`src/rtl/dw02_div_pkg.sv`:
```
// Shared types and helpers for the sequential restoring divider.
package dw02_div_pkg;

    typedef enum logic [1:0] {
        ST_IDLE = 2'd0,
        ST_CALC = 2'd1,
        ST_FIX  = 2'd2,
        ST_DONE = 2'd3
    } state_t;

    // Bits needed to count A_width-1 down to 0.
    function automatic int unsigned cnt_width(input int unsigned w);
        return (w <= 2) ? 1 : $clog2(w);
    endfunction

endpackage

```
`src/rtl/dw02_div_abs.sv`:
```
// Conditional two's-complement negate: y = neg ? -x : x.
module dw02_div_abs #(
    parameter int unsigned W = 8
) (
    input  logic [W-1:0] x,
    input  logic         neg,
    output logic [W-1:0] y
);

    assign y = neg ? (~x + W'(1)) : x;

endmodule

```
`src/rtl/dw02_div_seq.sv`:
```
// Sequential radix-2 restoring divider, one quotient bit per clock,
// unsigned or two's-complement operands with START/DONE handshake.
module dw02_div_seq
    import dw02_div_pkg::*;
#(
    parameter int unsigned A_width = 8,
    parameter int unsigned B_width = 8
) (
    input  logic               CLK,
    input  logic               RST,
    input  logic               START,
    input  logic               TC,
    input  logic [A_width-1:0] A,
    input  logic [B_width-1:0] B,
    output logic               BUSY,
    output logic               DONE,
    output logic [A_width-1:0] QUOTIENT,
    output logic [B_width-1:0] REMAINDER,
    output logic               DIVIDE_BY_0
);

    localparam int unsigned CW = cnt_width(A_width);

    state_t             state;
    logic [CW-1:0]      cnt;
    logic [B_width:0]   prem;
    logic [A_width-1:0] qreg;
    logic [B_width-1:0] bmag;
    logic [B_width-1:0] a_lo;
    logic               sa;
    logic               sb;

    logic               a_neg;
    logic               b_neg;
    logic [A_width-1:0] a_abs;
    logic [B_width-1:0] b_abs;
    logic [A_width-1:0] q_fix;
    logic [B_width-1:0] r_fix;
    logic [B_width:0]   shifted;
    logic [B_width:0]   diff;

    assign a_neg = TC & A[A_width-1];
    assign b_neg = TC & B[B_width-1];

    dw02_div_abs #(.W(A_width)) u_a_abs (.x(A), .neg(a_neg), .y(a_abs));
    dw02_div_abs #(.W(B_width)) u_b_abs (.x(B), .neg(b_neg), .y(b_abs));
    dw02_div_abs #(.W(A_width)) u_q_fix (.x(qreg), .neg(sa ^ sb), .y(q_fix));
    dw02_div_abs #(.W(B_width)) u_r_fix (.x(prem[B_width-1:0]), .neg(sa), .y(r_fix));

    // Dividend bits leave qreg at the top while quotient bits enter at the bottom.
    assign shifted = {prem[B_width-1:0], qreg[A_width-1]};
    assign diff    = shifted - {1'b0, bmag};

    always_ff @(posedge CLK or posedge RST) begin
        if (RST) begin
            state       <= ST_IDLE;
            cnt         <= '0;
            prem        <= '0;
            qreg        <= '0;
            bmag        <= '0;
            a_lo        <= '0;
            sa          <= 1'b0;
            sb          <= 1'b0;
            BUSY        <= 1'b0;
            DONE        <= 1'b0;
            QUOTIENT    <= '0;
            REMAINDER   <= '0;
            DIVIDE_BY_0 <= 1'b0;
        end else begin
            DONE <= 1'b0;
            case (state)
                ST_IDLE, ST_DONE: begin
                    if (START) begin
                        state       <= ST_CALC;
                        cnt         <= CW'(A_width - 1);
                        prem        <= '0;
                        qreg        <= a_abs;
                        bmag        <= b_abs;
                        a_lo        <= B_width'(A);
                        sa          <= a_neg;
                        sb          <= b_neg;
                        BUSY        <= 1'b1;
                        DIVIDE_BY_0 <= 1'b0;
                    end else begin
                        state <= ST_IDLE;
                    end
                end
                ST_CALC: begin
                    if (diff[B_width]) begin
                        prem <= shifted;
                        qreg <= {qreg[A_width-2:0], 1'b0};
                    end else begin
                        prem <= diff;
                        qreg <= {qreg[A_width-2:0], 1'b1};
                    end
                    if (cnt == '0) begin
                        state <= ST_FIX;
                    end else begin
                        cnt <= cnt - CW'(1);
                    end
                end
                ST_FIX: begin
                    // Divide-by-zero runs the full iteration, then overrides the result here.
                    if (bmag == '0) begin
                        QUOTIENT    <= '1;
                        REMAINDER   <= a_lo;
                        DIVIDE_BY_0 <= 1'b1;
                    end else begin
                        QUOTIENT  <= q_fix;
                        REMAINDER <= r_fix;
                    end
                    BUSY  <= 1'b0;
                    DONE  <= 1'b1;
                    state <= ST_DONE;
                end
                default: state <= ST_IDLE;
            endcase
        end
    end

endmodule

```
`config.mk`:
```
export PLATFORM = sky130hd
export DESIGN_NAME = dw02_div_seq
export DESIGN_NICKNAME = d
export VERILOG_FILES = /design/src/rtl/dw02_div_pkg.sv /design/src/rtl/dw02_div_abs.sv /design/src/rtl/dw02_div_seq.sv
export SDC_FILE = /design/constraint.sdc
export NUM_CORES = 1
export LEC_CHECK = 0
export CORE_UTILIZATION = 49
export DETAILED_ROUTE_END_ITERATION = 8
export GPL_TIMING_DRIVEN = 0
export PLACE_DENSITY = 0.73
export SLEW_MARGIN = 5
export SYNTH_ARGS = -nofsm -noshare
export SYNTH_HDL_FRONTEND = slang
export SYNTH_SLANG_ARGS = --single-unit
```
`constraint.sdc`:
```
create_clock -name CLK -period 2.8 [get_ports CLK]
set_input_delay 0.28 -clock CLK [delete_from_list [all_inputs] [get_ports CLK]]
set_output_delay 0.28 -clock CLK [all_outputs]
set_load 0.005 [all_outputs]
```
==> run summary, run 1 <==
Crit path depth -> 10
Fin crit share -> 93.25%
Crit path cell chain -> inv_1, ha_1, inv_1, fa_1, a211oi_4, o211ai_1, a221o_1, buf_4, a21o_1, o211ai_2
Max-Cap Viols -> 0
Gate power share -> 53.4%
Maximum number of pins on one net before global-route repair -> 32
Status -> completed
Fin Hold WS -> 0.3532 ns
Global Route Usage Sum -> 22.76%
WP buf/inv -> 3
Row Count -> 30
Setup Viol. Count Final -> 0
End of the critical path -> prem[5]
Post-synth EDFFs -> 0
Most common cell on crit path -> inv_1
CP top delay family -> compound AO/OA/AOI/OAI gates
Setup Crit Path Kind -> reg -> reg
Post-CTS Resized -> 0
# IOs -> 39
Worst Hold Class -> in -> async
CTS H-tree lvls -> 3
WP data arrival -> 2.87 ns
Setup TNS -> 0 ns
Fill cells -> 608
Final Hold Fails -> 0
Clk_lat worst skew -> 0.34 ns
Worst VDD drop -> 0.0007187 V
Max stage delay on crit path -> 0.44 ns
Rel. slew slack -> 54.12%
Share of total power in sequential cells -> 29.5%
Final wirelength -> 7880 µm
CP max-delay cell -> fa_1
WL per Instance -> 14.81 µm
Sink Count -> 58
Layout Nets -> 468
Share of cells above drive strength 1 -> 9.862%
Area Growth Syn to Fin -> 21.69%
Largest cells by area after synthesis -> dfrtp_1 (42%), ha_1 (5.8%), o21ai_0 (4.9%)
Clock Skews -> 0.01234 ns
First-pass GRT wire length -> 12960 µm
GPL Wtd Cong -> 0.8648
Predominant post-synthesis flop cell -> dfrtp_1
Number of global-route vias before repair -> 2709
RSZ-0062 raised after global routing -> false
Die width -> 86.26 µm
Initial Utilization -> 50.92%
Synth cell types -> 50
Core area -> 6832 µm²
Int Pwr -> 2.955 mW
CTS max path bufs -> 2
Synth area leader -> dfrtp_1
Syn avg cell area -> 9.129 µm²
DRT iter0 DRCs -> 186
Async SR Flop Fraction -> 100.0%
Synth warn -> 0
Slew @ Worst Pin -> 0.6834 ns
Min Clock Period, post-route -> 2.611 ns
Critical path launch point type -> flip-flop
R2R Path End -> prem[5]
CP max FO -> 10
Initial antenna violation count -> 0
WP data required -> 3.06 ns
IO Port Bufs -> 38
Worst Setup End Kind -> flip-flop
PwrDens -> 1202 nW/µm²
Total number of vias -> 2932
Remaining Overflow, GRT -> 0
Die area -> 7440 µm²
Diode count -> 0
Pleak -> 1.918 nW
Switch share -> 41.92%
CTS tree -> done
Cell area after synthesis -> 3478 µm²
Crit path from -> qreg[7]
Sequential cell area fraction in the yosys report -> 41.73%
Post-CTS setup buffers -> 0
Hold buffer count at cts -> 0
Clock transition at path regs -> 0.08 ns
Yosys top cell area share -> 41.73%
R2r worst-path depth -> 10
Yosys reg bits -> 58
R2R setup slack -> 0.19 ns
Drt first pass iters -> 5
Detailed placement HPWL -> 5968 µm
Net Count, Synth -> 418
Clock root buffer -> clkbuf_8
Via/cell ratio -> 5.511
Reg2reg start -> qreg[7]
Die Height -> 86.26 µm
Max Slew Vio Count -> 0
Max Freq -> 383.0 MHz
Clock power share -> 17.2%
Sw power -> 2.132 mW
Post-route DRC -> 0
Antenna Nets Post-Route -> 0
Syn Inst Count -> 381
Num CTS Buffers -> 9
==> layout by cell type (no fill, tap or decap), types with 3 or more instances in the layout <==
| cell | synthesis | layout |
|---|---|---|
| a21oi_1 | 30 | 30 |
| a22oi_1 | 3 | 3 |
| a31oi_1 | 14 | 14 |
| buf_6 | 3 | 3 |
| clkbuf_1 | 11 | 11 |
| clkbuf_8 | 0 | 9 |
| clkdlybuf4s50_1 | 0 | 38 |
| clkinv_4 | 0 | 3 |
| dfrtp_1 | 58 | 58 |
| ha_1 | 16 | 16 |
| inv_1 | 30 | 29 |
| mux2_2 | 13 | 13 |
| mux2i_1 | 12 | 12 |
| nand2_1 | 38 | 38 |
| nand2b_1 | 3 | 3 |
| nand3_1 | 3 | 3 |
| nor2_1 | 37 | 37 |
| nor3_1 | 9 | 9 |
| o21ai_0 | 34 | 34 |
| o31ai_1 | 3 | 3 |
| xnor2_1 | 14 | 14 |
| xor2_1 | 11 | 11 |
==> cells by family after synthesis <==
logic type               after synthesis  synth area share (%)
adder cells (fa/ha/maj)               17                 6.331
AO/OA/AOI/OAI                        106                 18.88
multiplexers                          26                 8.094
buffers and inverters                 47                 5.863
AND/OR/NAND/NOR                      102                 12.81
XOR/XNOR                              25                 6.295
flip-flops                            58                 41.73
==> through the flow <==
step | power, mW | utilization [%] | worst slack, ns | std cells | cell area, µm²
floorplan | 3.404 | - | 0.5106 | 381 | 3478
global placement | 4.097 | 58.24 | 0.04697 | 515 | 3979
detailed placement | 4.187 | 58.53 | 0.2204 | 516 | 3999
CTS | 5.077 | 61.85 | 0.1970 | 532 | 4225
global route | 5.497 | 61.96 | 0.009637 | 532 | 4233
finish | 5.087 | 61.96 | 0.1890 | 532 | 4233
==> flip-flops by register name, indices dropped and copies added, names as in the netlist, 2 cells and up <==
name       cells
QUOTIENT       8
REMAINDER      8
a_lo           8
bmag           8
prem           8
qreg           8
cnt            3
state          2
==> worst register-to-register path: stages (launching register included) <==
cell      delay, ns
dfrtp_1        0.41
inv_1          0.12
ha_1           0.17
inv_1          0.05
fa_1           0.44
a211oi_4       0.30
o211ai_1       0.14
a221o_1        0.38
buf_4          0.20
a21o_1         0.19
o211ai_2       0.13
==> power by group through the flow <==
stage,combinational (mW),sequential [mW],clock (mW)
after floorplan,1.96,1.44,0
after global placement,2.60,1.50,0
after detailed placement,2.67,1.51,0
after CTS,2.69,1.50,0.888
after global routing,3.03,1.55,0.918
final,2.71,1.50,0.874
==> layer usage <==
metal / vias up / track usage, % / wire, µm
li1: 1436 / - / -
met4: 0 / 7.424 / 119
met5: - / 0 / 0
met1: 1407 / 32.78 / 3836
met3: 13 / 4.190 / 345
met2: 76 / 34.78 / 3579
==> cell type report <==
class                      count  area [µm²]  share of cell area, %
buffer                        16       87.58                  2.069
multi-input combinational    276        1831                  43.25
clock inverter                 7       102.6                  2.424
inverter                      31       116.4                  2.749
tap                           96       120.1                  2.838
sequential                    58        1451                  34.29
timing repair buffer          39       400.4                  9.459
clock buffer                   9       123.9                  2.926
==> cells in the mapped netlist, drive strengths merged (2+ instances only) <==
library cell  instances
mux2                 14
nor2                 37
mux2i                12
dfrtp                58
a21oi                30
xor2                 11
nor3                  9
o31ai                 3
inv                  31
nand2                38
xnor2                14
o21ai                35
a31oi                14
ha                   16
or3                   2
a22oi                 3
clkbuf               11
nor4                  2
o22ai                 2
o21a                  2
o211ai                3
nor2b                 2
a211oi                3
buf                   5
nand3                 3
nand4                 2
nand2b                3
==> how the worst min path moves through the flow <==
stage	to	slack [ns]	cells after the start
finish	REMAINDER[1]	0.35	2
global route	REMAINDER[1]	0.43	2
CTS	REMAINDER[1]	0.38	2
detailed placement	a_lo[1]	0.47	2
global placement	a_lo[5]	0.46	2
floorplan	bmag[7]	0.42	2
No activity file was read; power rests on OpenSTA's default activity.
==> run 2, diff against run 1 <==
--- a/config.mk
+++ b/config.mk
@@ -8,7 +8,7 @@
 export CORE_UTILIZATION = 49
 export DETAILED_ROUTE_END_ITERATION = 8
 export GPL_TIMING_DRIVEN = 0
-export PLACE_DENSITY = 0.73
+export PLACE_DENSITY_LB_ADDON = 0.2
 export SLEW_MARGIN = 5
 export SYNTH_ARGS = -nofsm -noshare
 export SYNTH_HDL_FRONTEND = slang
==> run summary, run 2 (same netlist as run 1, synthesis figures left out) <==
Status -> completed
Min Clock Period, post-route -> 2.568 ns
Post-CTS setup buffers -> 0
Crit path cell chain -> inv_1, ha_1, inv_1, fa_1, a211oi_2, o211ai_1, a221o_1, buf_4, a21o_1, o211ai_2
Setup TNS -> 0 ns
Design Area, Final -> 4233 µm²
Most frequent cells in the layout -> dfrtp_1 (58), nand2_1 (38), clkdlybuf4s50_1 (38)
Worst VDD drop -> 0.0006659 V
Final wirelength -> 7792 µm
Critical path launch point type -> flip-flop
Max stage delay on crit path -> 0.41 ns
WL per Instance -> 14.65 µm
Setup Crit Path Kind -> reg -> reg
Clock transition at path regs -> 0.07 ns
Max Slew Vio Count -> 0
Clock Skews -> 0.01090 ns
Pleak -> 1.919 nW
Most common cell on crit path -> inv_1
Post-CTS Resized -> 0
Diode count -> 0
Initial antenna violation count -> 0
WP data required -> 3.07 ns
WP data arrival -> 2.83 ns
Final core utilization -> 61.96%
Met3 WL -> 438 µm
Total number of vias -> 2884
Final WS setup -> 0.2324 ns
Core area -> 6832 µm²
Clock root buffer -> clkbuf_8
Rel. slew slack -> 56.11%
Commonest non-fill, non-tap cell in the layout -> dfrtp_1
Global Route Usage Sum -> 23.17%
Top routing layer in use -> met4
First-pass GRT wire length -> 13060 µm
Crit path depth -> 10
Row Count -> 30
Worst Setup End Kind -> flip-flop
CTS H-tree lvls -> 3
DRT iter0 DRCs -> 165
Setup Viol. Count Final -> 0
# IOs -> 39
Drt first pass iters -> 4
CP max-delay cell -> dfrtp_1
GPL Wtd Cong -> 0.8596
Antenna Nets Post-Route -> 0
R2r worst-path depth -> 10
Max-Cap Viols -> 0
Maximum number of pins on one net before global-route repair -> 34
Detailed placement HPWL -> 5901 µm
Layout Nets -> 468
Dpl ws -> 0.2533 ns
Die area -> 7440 µm²
Max Freq -> 389.5 MHz
CTS tree -> done
Placed Area -> 3999 µm²
RSZ-0062 raised after global routing -> false
Clk_lat worst skew -> 0.35 ns
Initial Utilization -> 50.92%
Remaining Overflow, GRT -> 0
Met2 wire length -> 3504 µm
CP top delay family -> compound AO/OA/AOI/OAI gates
Final Hold Fails -> 0
Slew @ Worst Pin -> 0.6537 ns
Num CTS Buffers -> 9
Die width -> 86.26 µm
Met1 WL -> 3750 µm
Sink Count -> 58
Fin crit share -> 91.70%
WP buf/inv -> 3
CTS max path bufs -> 2
Die Height -> 86.26 µm
Number of global-route vias before repair -> 2664
IO Port Bufs -> 38
CP max FO -> 10
Hold buffer count at cts -> 0
PwrDens -> 1206 nW/µm²
Worst Hold Class -> in -> async
Via/cell ratio -> 5.421
Post-route DRC -> 0
Share of cells above drive strength 1 -> 9.404%
Area Growth Syn to Fin -> 21.69%
[run 2: cell count changes in the layout (fill, tap and decap cells not counted), sizes merged]
cell / before / now
inv: 32 / 31
clkinv: 3 / 1
clkbuf: 20 / 22
bufinv: 2 / 3
[run 2: routing by layer]
| layer | global-route usage, % | vias to the layer above |
|---|---|---|
| met5 | 0 | - |
| met4 | 7.273 | 0 |
| met3 | 5.143 | 11 |
| met2 | 35.64 | 64 |
| met1 | 32.68 | 1362 |
| li1 | - | 1447 |
[run 2: worst paths after layout]
| kind | from | end | slack [ns] |
|---|---|---|---|
| worst min-delay path | RST | QUOTIENT[5] | 0.31 |
| min in group CLK | a_lo[1] | a_lo[1] | 0.49 |
| worst max register to register | qreg[7] | prem[5] | 0.23 |
| worst max-delay path | qreg[7] | prem[5] | 0.23 |
| worst min register to register | a_lo[1] | a_lo[1] | 0.49 |
| max in group asynchronous | RST | bmag[3] | 1.89 |
[run 2: final cells by class]
| type | count | area (µm²) |
|---|---|---|
| Inverter | 31 | 116.4 |
| Sequential cell | 58 | 1451 |
| Multi-Input combinational cell | 276 | 1823 |
| Clock inverter | 5 | 102.6 |
| Buffer | 16 | 87.58 |
| Timing Repair Buffer | 39 | 400.4 |
| Fill cell | 612 | 2599 |
| Clock buffer | 11 | 131.4 |
| Tap cell | 96 | 120.1 |
[run 2: power breakdown]
| part | total (mW) | internal [mW] | switching, mW |
|---|---|---|---|
| Combinational | 2.68 | 1.23 | 1.45 |
| Clock | 0.929 | 0.590 | 0.339 |
| Sequential | 1.50 | 1.20 | 0.297 |
| Total | 5.10 | 3.02 | 2.08 |
[run 2: through the flow]
stage | hold slack, ns | cells | power, mW
after detailed placement | 0.4716 | 516 | 4.189
after floorplan | 0.4160 | 381 | 3.404
after global placement | 0.4635 | 515 | 4.101
after CTS | 0.3297 | 532 | 5.128
after global routing | 0.3546 | 532 | 5.548
final | 0.3141 | 532 | 5.104
==> run 3, diff against run 2 <==
--- a/config.mk
+++ b/config.mk
@@ -5,10 +5,13 @@
 export SDC_FILE = /design/constraint.sdc
 export NUM_CORES = 1
 export LEC_CHECK = 0
+export ABC_AREA = 1
 export CORE_UTILIZATION = 49
 export DETAILED_ROUTE_END_ITERATION = 8
 export GPL_TIMING_DRIVEN = 0
 export PLACE_DENSITY_LB_ADDON = 0.2
+export SETUP_SLACK_MARGIN = 0.05
+export SKIP_LAST_GASP = 1
 export SLEW_MARGIN = 5
 export SYNTH_ARGS = -nofsm -noshare
 export SYNTH_HDL_FRONTEND = slang
==> run summary, run 3 <==
Placed Area -> 4164 µm²
Post-synth EDFFs -> 0
Reg2reg start -> qreg[7]
Predominant post-synthesis flop cell -> dfrtp_1
Layout Nets -> 571
Most frequent cells in the layout -> nand2_1 (128), inv_1 (61), dfrtp_1 (58)
RSZ-0062 raised after global routing -> false
Dpl ws -> 0.7380 ns
Max stage delay on crit path -> 0.40 ns
# IOs -> 39
Critical path launch point type -> flip-flop
Yosys top cell area share -> 39.96%
Final core utilization -> 59.82%
GPL Wtd Cong -> 0.8482
Top routing layer in use -> met4
Max Freq -> 484.5 MHz
Setup Crit Path Kind -> reg -> reg
Sink Count -> 58
Crit path cell chain -> inv_1, ha_1, inv_1, fa_1, nand2_1, nand2_2, nand3_4, nand2_4, nand2_4, nand2_4, o21ai_1, nand2_1
Remaining Overflow, GRT -> 0
Final WS setup -> 0.7360 ns
Switch share -> 47.33%
Cell area after synthesis -> 3632 µm²
Met3 WL -> 275 µm
Antenna Nets Post-Route -> 0
Worst VDD drop -> 0.0005228 V
Area Growth Syn to Fin -> 18.81%
R2r worst-path depth -> 12
Total number of vias -> 3209
Non-filler cells, final -> 637
Die Height -> 88.10 µm
CTS max path bufs -> 2
Status -> completed
Synth area leader -> dfrtp_1
Die width -> 88.10 µm
Setup Viol. Count Final -> 0
Hold buffer count at cts -> 0
R2R setup slack -> 0.74 ns
Max Slew Vio Count -> 0
Core area -> 7214 µm²
Net Count, Synth -> 521
Top-count cell post-synth -> nand2_1
Share of total power in sequential cells -> 28.0%
Slew @ Worst Pin -> 0.7739 ns
Maximum number of pins on one net before global-route repair -> 36
Int Pwr -> 2.755 mW
WL per Instance -> 12.38 µm
Min Clock Period, post-route -> 2.064 ns
Worst Setup End Kind -> flip-flop
Via/cell ratio -> 5.038
Design Area, Final -> 4315 µm²
WP data required -> 3.01 ns
WP data arrival -> 2.27 ns
CP top delay family -> simple AND/OR/NAND/NOR gates
CTS H-tree lvls -> 3
PwrDens -> 1212 nW/µm²
First-pass GRT wire length -> 13580 µm
Num CTS Buffers -> 9
Clock root buffer -> clkbuf_8
Setup TNS -> 0 ns
Global Route Usage Sum -> 22.58%
Clock Skews -> 0.009699 ns
Synth warn -> 0
Detailed placement HPWL -> 6208 µm
Final Hold Fails -> 0
WP buf/inv -> 2
Initial Utilization -> 50.35%
Rel. slew slack -> 48.33%
Share of cells above drive strength 1 -> 8.550%
Fin crit share -> 73.72%
CP max FO -> 9
Clk_lat worst skew -> 0.33 ns
Sequential cell area fraction in the yosys report -> 39.96%
Pleak -> 2.201 nW
Post-CTS setup buffers -> 0
Placed cells -> 622
Met1 WL -> 3911 µm
Commonest non-fill, non-tap cell in the layout -> nand2_1
Post-CTS Resized -> 0
Clock power share -> 11.9%
Yosys reg bits -> 58
Number of global-route vias before repair -> 2989
Gate power share -> 60.0%
Sw power -> 2.476 mW
Worst Hold Class -> in -> async
CP max-delay cell -> fa_1
Async SR Flop Fraction -> 100.0%
Most common cell on crit path -> nand2_4
Syn Inst Count -> 484
Drt first pass iters -> 5
Clock transition at path regs -> 0.07 ns
DRT iter0 DRCs -> 215
Row Count -> 31
CTS tree -> done
Final wirelength -> 7888 µm
Max-Cap Viols -> 0
Diode count -> 0
IO Port Bufs -> 38
Initial antenna violation count -> 0
Post-route DRC -> 0
Top post-synthesis cells by count -> nand2_1 (128), inv_1 (62), dfrtp_1 (58)
Die area -> 7761 µm²
Met2 wire length -> 3646 µm
R2R Path End -> qreg[0]
Synth cell types -> 37
Largest cells by area after synthesis -> dfrtp_1 (40%), nand2_1 (13%), inv_1 (6.4%)
Syn avg cell area -> 7.505 µm²
run 3: cell count changes after synthesis, moves of 4 or more:
cell      delta
o21ai_0      +8
inv_2        +7
a21oi_1      -5
mux2i_1     -12
nand2_1     +90
nand2_4      +4
nor3_1       -5
xnor2_1     -11
mux2_2      -13
inv_1       +32
nand3_1     +34
a31oi_1     -12
o21ai_1      +4
clkbuf_1     -6
run 3: stage by stage:
stage | hold WS, ns | power, mW
after floorplan | 0.4010 | 3.791
after global placement | 0.4619 | 4.545
after detailed placement | 0.4655 | 4.630
after CTS | 0.4494 | 5.273
after global routing | 0.4876 | 5.794
final | 0.4209 | 5.231
run 3: cells by family (layout without fill, tap and decap cells):
| group | count (synthesis) | after routing | synth area share, % |
|---|---|---|---|
| AO/OA/AOI/OAI | 87 | 87 | 13.26 |
| adder cells (fa/ha/maj) | 17 | 17 | 6.063 |
| AND/OR/NAND/NOR | 226 | 226 | 27.90 |
| XOR/XNOR | 15 | 15 | 3.824 |
| flip-flops | 58 | 58 | 39.96 |
| buffers and inverters | 81 | 135 | 8.991 |
run 3: area by class of cell:
class	count	area, µm²
Sequential cell	58	1451
Timing Repair Buffer	39	407.9
Clock inverter	4	20.02
Tap cell	99	123.9
Clock buffer	11	131.4
Multi-Input combinational cell	345	1854
Inverter	70	262.8
Fill cell	712	2899
Buffer	11	63.81
run 3: worst max path at each step:
| stage | start | end | slack [ns] | cells past startpoint |
|---|---|---|---|---|
| 6_report | qreg[7] | qreg[0] | 0.74 | 12 |
| 5_1_grt | qreg[7] | prem[0] | 0.59 | 12 |
| 4_1_cts | qreg[7] | qreg[0] | 0.73 | 12 |
| 3_5_place_dp | qreg[7] | prem[6] | 0.74 | 12 |
| 3_3_place_gp | RST | bmag[5] | 0.06 | 2 |
| 2_1_floorplan | qreg[7] | qreg[0] | 1.0 | 12 |
run 3: per-layer routing:
layer  track usage, %  vias up
li1                 -     1658
met2            36.65       63
met4            7.478        0
met5                0        -
met3            3.205        5
met1            31.16     1483
run 3: power groups by stage:
stage / combinational [mW] / clock (mW) / sequential, mW
final: 3.14 / 0.625 / 1.47
after global routing: 3.61 / 0.670 / 1.51
after CTS: 3.17 / 0.637 / 1.46
after detailed placement: 3.16 / 0 / 1.47
after global placement: 3.08 / 0 / 1.47
after floorplan: 2.37 / 0 / 1.42
